## config.mk

```make
export PLATFORM = sky130hd
export DESIGN_NAME = gpio_mode_serial_loader_flat
export DESIGN_NICKNAME = d
export VERILOG_FILES = /design/src/rtl/gpio_mode_serial_loader_if.sv /design/src/rtl/gpio_mode_serial_loader.sv /design/src/flat_wrapper.sv
export SDC_FILE = /design/constraint.sdc
export NUM_CORES = 1
export LEC_CHECK = 0
export ABC_AREA = 1
export ABC_CLOCK_PERIOD_IN_PS = 1200
export CAP_MARGIN = 0
export CORE_MARGIN = 2
export CORE_UTILIZATION = 50
export CTS_BUF_LIST = sky130_fd_sc_hd__clkbuf_16
export DETAILED_ROUTE_END_ITERATION = 6
export HOLD_SLACK_MARGIN = 0.06
export PLACE_DENSITY_LB_ADDON = 0.3
export SYNTH_ARGS = -nofsm -noshare
export SYNTH_HDL_FRONTEND = slang
export SYNTH_SLANG_ARGS = --single-unit
export TNS_END_PERCENT = 1
```

## constraint.sdc

```tcl
create_clock -name clk -period 1.2 [get_ports clk]
set_input_delay 0.12 -clock clk [delete_from_list [all_inputs] [get_ports clk]]
set_output_delay 0.12 -clock clk [all_outputs]
set_load 0.01 [all_outputs]
```

## src/rtl/gpio_mode_serial_loader_if.sv

```systemverilog
// Serial configuration bus between a DM-code source and the
// GPIO mode loader; the master shifts codes in, the slave commits them.
interface gpio_mode_serial_loader_if #(
    parameter int NUM_PADS = 2
);
    localparam int W = 3 * NUM_PADS;

    logic                ser_valid;
    logic                ser_data;
    logic                load;
    logic [W-1:0]        dm;
    logic                ser_out;
    logic                busy;
    logic                load_ok;
    logic                load_err;
    logic [NUM_PADS-1:0] bad_code;

    modport master (
        output ser_valid,
        output ser_data,
        output load,
        input  dm,
        input  ser_out,
        input  busy,
        input  load_ok,
        input  load_err,
        input  bad_code
    );

    modport slave (
        input  ser_valid,
        input  ser_data,
        input  load,
        output dm,
        output ser_out,
        output busy,
        output load_ok,
        output load_err,
        output bad_code
    );
endinterface

```

## src/rtl/gpio_mode_serial_loader.sv

```systemverilog
// Bit-serial shadow register of per-pad DM codes with atomic,
// sanitised commit to the pad wrappers.
module gpio_mode_serial_loader #(
    parameter int         NUM_PADS   = 2,
    parameter logic [2:0] DEFAULT_DM = 3'b001
) (
    input  logic                       clk,
    input  logic                       rst,
    gpio_mode_serial_loader_if.slave   bus
);
    localparam int W  = 3 * NUM_PADS;
    localparam int CW = $clog2(W + 2);

    localparam logic [CW-1:0] C_LAST = CW'(W - 1);
    localparam logic [CW-1:0] C_FULL = CW'(W);
    localparam logic [CW-1:0] C_OVER = CW'(W + 1);

    typedef enum logic [1:0] {
        S_IDLE,
        S_SHIFT,
        S_FULL,
        S_OVER
    } state_t;

    state_t              r_state;
    logic [CW-1:0]       r_count;
    logic [W-1:0]        r_shadow;
    logic [W-1:0]        r_dm;
    logic                r_ser_out;
    logic                r_busy;
    logic                r_load_ok;
    logic                r_load_err;
    logic [NUM_PADS-1:0] r_bad_code;

    logic [W-1:0]        w_clean;
    logic [NUM_PADS-1:0] w_supported;

    // Unsupported codes fall back to the safe mode and raise a per-pad flag.
    for (genvar gi = 0; gi < NUM_PADS; gi++) begin : g_pad
        logic [2:0] w_code;
        assign w_code = r_shadow[3*gi +: 3];
        assign w_supported[gi] = (w_code == 3'b001) ||
                                 (w_code == 3'b010) ||
                                 (w_code == 3'b011) ||
                                 (w_code == 3'b110);
        assign w_clean[3*gi +: 3] = w_supported[gi] ? w_code : DEFAULT_DM;
    end

    always_ff @(posedge clk or posedge rst) begin
        if (rst) begin
            r_state    <= S_IDLE;
            r_count    <= '0;
            r_shadow   <= '0;
            r_dm       <= {NUM_PADS{DEFAULT_DM}};
            r_ser_out  <= 1'b0;
            r_busy     <= 1'b0;
            r_load_ok  <= 1'b0;
            r_load_err <= 1'b0;
            r_bad_code <= '0;
        end else begin
            r_load_ok  <= 1'b0;
            r_load_err <= 1'b0;
            if (bus.load) begin
                // load wins over a coincident serial bit
                if (r_state == S_FULL) begin
                    r_dm       <= w_clean;
                    r_bad_code <= ~w_supported;
                    r_load_ok  <= 1'b1;
                end else begin
                    r_load_err <= 1'b1;
                end
                r_count <= '0;
                r_state <= S_IDLE;
                r_busy  <= 1'b0;
            end else if (bus.ser_valid) begin
                r_shadow  <= {r_shadow[W-2:0], bus.ser_data};
                r_ser_out <= r_shadow[W-1];
                r_busy    <= 1'b1;
                if (r_count != C_OVER) begin
                    r_count <= r_count + 1'b1;
                end
                case (r_state)
                    S_IDLE:  r_state <= (C_LAST == '0) ? S_FULL : S_SHIFT;
                    S_SHIFT: r_state <= (r_count == C_LAST) ? S_FULL
                                                            : S_SHIFT;
                    S_FULL:  r_state <= S_OVER;
                    S_OVER:  r_state <= S_OVER;
                    default: r_state <= S_IDLE;
                endcase
            end
        end
    end

    assign bus.dm       = r_dm;
    assign bus.ser_out  = r_ser_out;
    assign bus.busy     = r_busy;
    assign bus.load_ok  = r_load_ok;
    assign bus.load_err = r_load_err;
    assign bus.bad_code = r_bad_code;

    logic w_unused;
    assign w_unused = ^{C_FULL};
endmodule

```

## src/flat_wrapper.sv

```systemverilog
// flat-port wrapper written by rule: the top's interface ports become plain ports
module gpio_mode_serial_loader_flat 
#(
    parameter int         NUM_PADS   = 2,
    parameter logic [2:0] DEFAULT_DM = 3'b001
)
  (clk, rst, bus_ser_valid, bus_ser_data, bus_load, bus_dm, bus_ser_out, bus_busy, bus_load_ok, bus_load_err, bus_bad_code);
  gpio_mode_serial_loader_if #(.NUM_PADS(NUM_PADS)) bus_i ();
  input  logic clk;
  input  logic rst;
  input wire logic [$bits(bus_i.ser_valid)-1:0] bus_ser_valid;
  input wire logic [$bits(bus_i.ser_data)-1:0] bus_ser_data;
  input wire logic [$bits(bus_i.load)-1:0] bus_load;
  output wire logic [$bits(bus_i.dm)-1:0] bus_dm;
  output wire logic [$bits(bus_i.ser_out)-1:0] bus_ser_out;
  output wire logic [$bits(bus_i.busy)-1:0] bus_busy;
  output wire logic [$bits(bus_i.load_ok)-1:0] bus_load_ok;
  output wire logic [$bits(bus_i.load_err)-1:0] bus_load_err;
  output wire logic [$bits(bus_i.bad_code)-1:0] bus_bad_code;
  assign bus_i.ser_valid = bus_ser_valid;
  assign bus_i.ser_data = bus_ser_data;
  assign bus_i.load = bus_load;
  assign bus_dm = bus_i.dm;
  assign bus_ser_out = bus_i.ser_out;
  assign bus_busy = bus_i.busy;
  assign bus_load_ok = bus_i.load_ok;
  assign bus_load_err = bus_i.load_err;
  assign bus_bad_code = bus_i.bad_code;
  gpio_mode_serial_loader #(.NUM_PADS(NUM_PADS), .DEFAULT_DM(DEFAULT_DM)) u_core (.clk(clk), .rst(rst), .bus(bus_i));
endmodule
```

==> results.cfg <==
[finish]
nets = 142
register_area_um2 = 578
multi_input_area_um2 = 394
instances_no_fill = 160
diodes = 0
syn_to_final_growth_pct = 31.3
drive_gt1_share_pct = 19.5
fillers = 171

[die]
dieArea_mm2 = 0.00241
rows = 16
io_pins = 17
die_h_um = 49.1
core_mm2 = 0.00194
die_w_um = 49.1
initial_core_util_pct = 52.3

[sta]
hold_slack_ns = 0.182
fin_crit_sh_pct = 96.8
setup_viol = 0
clock_skew_ns = 0.00202
tns_ns = 0
layout_min_cycle_time_ns = 1.16
relSlewSlack_pct = 81.9
worstMarginPinSlew_ns = 0.271
rsz0062_at_grt = yes
slew_violations = 0
fmax_ghz = 0.861
hold_violations = 0

[power]
power_mw = 1.81
leakagePower_nw = 0.705
p_per_area_mw_per_mm2 = 1360
peakVddDrop_mv = 0.969

[setup_path]
r2r_setup_slack_ns = 0.04
arrival_ns = 1.36
crit_required_ns = 1.39
endpoint_kind = flip-flop
worst_r2r_startpoint = u_core.r_count[1]
worstSetupPathType = reg2reg
rr_worst_depth = 7
r2r_end = u_core.r_count[1]
critPathMaxFanout = 4
startpoint_type = flip-flop

[logic_synthesis]
yosysTopAreaCell = dfrtp_1
synth_top_family_by_area = simple AND/OR/NAND/NOR gates
yosys_warnings = 0
synth-simple-area-share_pct = 21.3
ys_ff_latch = 23
yosysTopAreaCellShare_pct = 51.8
synth_area_mm2 = 0.00101
synth_compound_area_share_pct = 11.3
ys_seq_area_share_pct = 57.0
syn_area_per_cell_um2 = 9.31
synth.distinct_cells = 15
yosys-top-cells-area = dfrtp_1 (52%), nand2_1 (11%), dfstp_2 (5.2%)
syn-num-nets = 117
synth-adder-area-share_pct = 3.70
syn_inst = 109
synthMuxAreaShare_pct = 0
synth_xor_area_share_pct = 0

[route]
drtIter0Drc = 4
wl_mm = 1.71
vias_per_cell = 4.74
wire_per_inst_um = 10.7
vias = 758
drt_first_pass_iters = 4
drc = 0
ant_nets = 0

[run]
max_cap_viol_count = 0

[global_routing]
grt_pass1_wl_mm = 3.15
grt_usage_pct = 17.4
grt_max_degree = 24
grt_pass1_vias = 751
grt-ovfl-total = 0
antenna_found_initial = 0

[clock_network]
cts_tree = done
htree_levels = 1
cts_setup_buffers = 0
numCtsBuffers = 3
cts-root-buf = clkbuf_16
cts.clk_slew.worst_paths_ns = 0.06
numClockSinks = 23
clk_latency_ns = 0.25
clock_path_buffers = 2

[placed_design]
dpl.hpwl_mm = 1.29
port_buffers = 16
dpl.cell_count = 156
gp_congestion = 0.784

[status]
status = complete, no violations

[hold_path]
min_path_type = in2async
[metal layers]
layer / global-route usage (%) / wire length (um)
met5: 0 / 0
met4: 8.57 / 36
met3: 3.68 / 45
met2: 29.7 / 891
met1: 20.8 / 734
[worst max path at each step]
stage | from | to | slack, ns | depth (start not counted)
floorplan | u_core.r_count[0] | u_core.r_count[1] | 0.08 | 7
global placement | bus_load | u_core.bus.dm[5] | 0.02 | 5
detailed placement | bus_load | u_core.bus.dm[5] | -0.01 | 5
CTS | u_core.r_count[0] | u_core.r_count[1] | -0.01 | 7
global route | u_core.r_count[1] | u_core.r_count[1] | -0.03 | 7
finish | u_core.r_count[1] | u_core.r_count[1] | 0.04 | 7
[worst max-delay path: stages (launching register included)]
cell and delay (ns):
dfrtp_1 0.41, ha_2 0.21, ha_4 0.16, inv_2 0.06
nand2_4 0.06, nor2_2 0.11, nand2_1 0.05, nand2_1 0.05
[what timing repair did]
action | 4_1_cts | 5_1_grt
pin swaps | 0 | 2
cloned | 0 | 0
hold buffers | 0 | 0
resized for setup | 13 | 6
endpoints found under the setup margin | 15 | 3
[cell usage after synthesis]
cell	n
nand2_1	31
dfrtp_1	21
inv_1	11
nor2_1	11
nand3_1	8
o21ai_2	6
o21ai_0	5
a21oi_1	4
ha_1	3
a21oi_2	2
buf_6	2
dfstp_2	2
inv_2	1
nand2_4	1
nand3b_1	1
[per-stage QoR]
step,area (um2),util (%),setup slack [ns]
3_3_place_gp,1240,64.0,0.0195
3_5_place_dp,1240,64.0,-0.0147
2_1_floorplan,1010,-,0.0789
6_report,1330,68.6,0.0382
5_1_grt,1330,68.6,-0.0270
4_1_cts,1310,67.5,-0.0142
[registers in the layout, indices dropped and copies added (netlist names)]
register / cells
u_core.bus.load_ok: 1
u_core.bus.dm: 6
u_core.r_shadow: 6
u_core.bus.ser_out: 1
u_core.r_state: 2
u_core.bus.bad_code: 2
u_core.bus.load_err: 1
u_core.r_count: 3
u_core.bus.busy: 1
[cell families after synthesis]
group           count (synthesis)
flops                          23
simple gates                   52
fa+ha+maj                       3
buf+inv                        14
compound gates                 17
[layout by cell type, fill, tap and decap left out, types with 3 or more instances in the layout]
cell and n:
a21oi_1 4, buf_4 5, clkbuf_16 3, clkdlybuf4s50_1 4, dfrtp_1 21, dlygate4sd2_1 12, inv_1 11, nand2_1 30
nand3_1 8, nor2_1 10, o21ai_0 5, o21ai_2 6
[layout make-up]
cell class	count	area share, %
Tap cell	27	2.54
Clock inverter	1	0.282
Inverter	12	3.38
Sequential cell	23	43.4
Multi-Input combinational cell	72	29.6
Clock buffer	3	5.63
Timing Repair Buffer	22	15.2
[report_power, final]
part / internal (mW) / switching (mW)
combinational: 0.100 / 0.129
clock: 0.444 / 0.251
sequential: 0.834 / 0.0532
total: 1.38 / 0.433
Note: power is estimated with default switching activity, not from simulation.
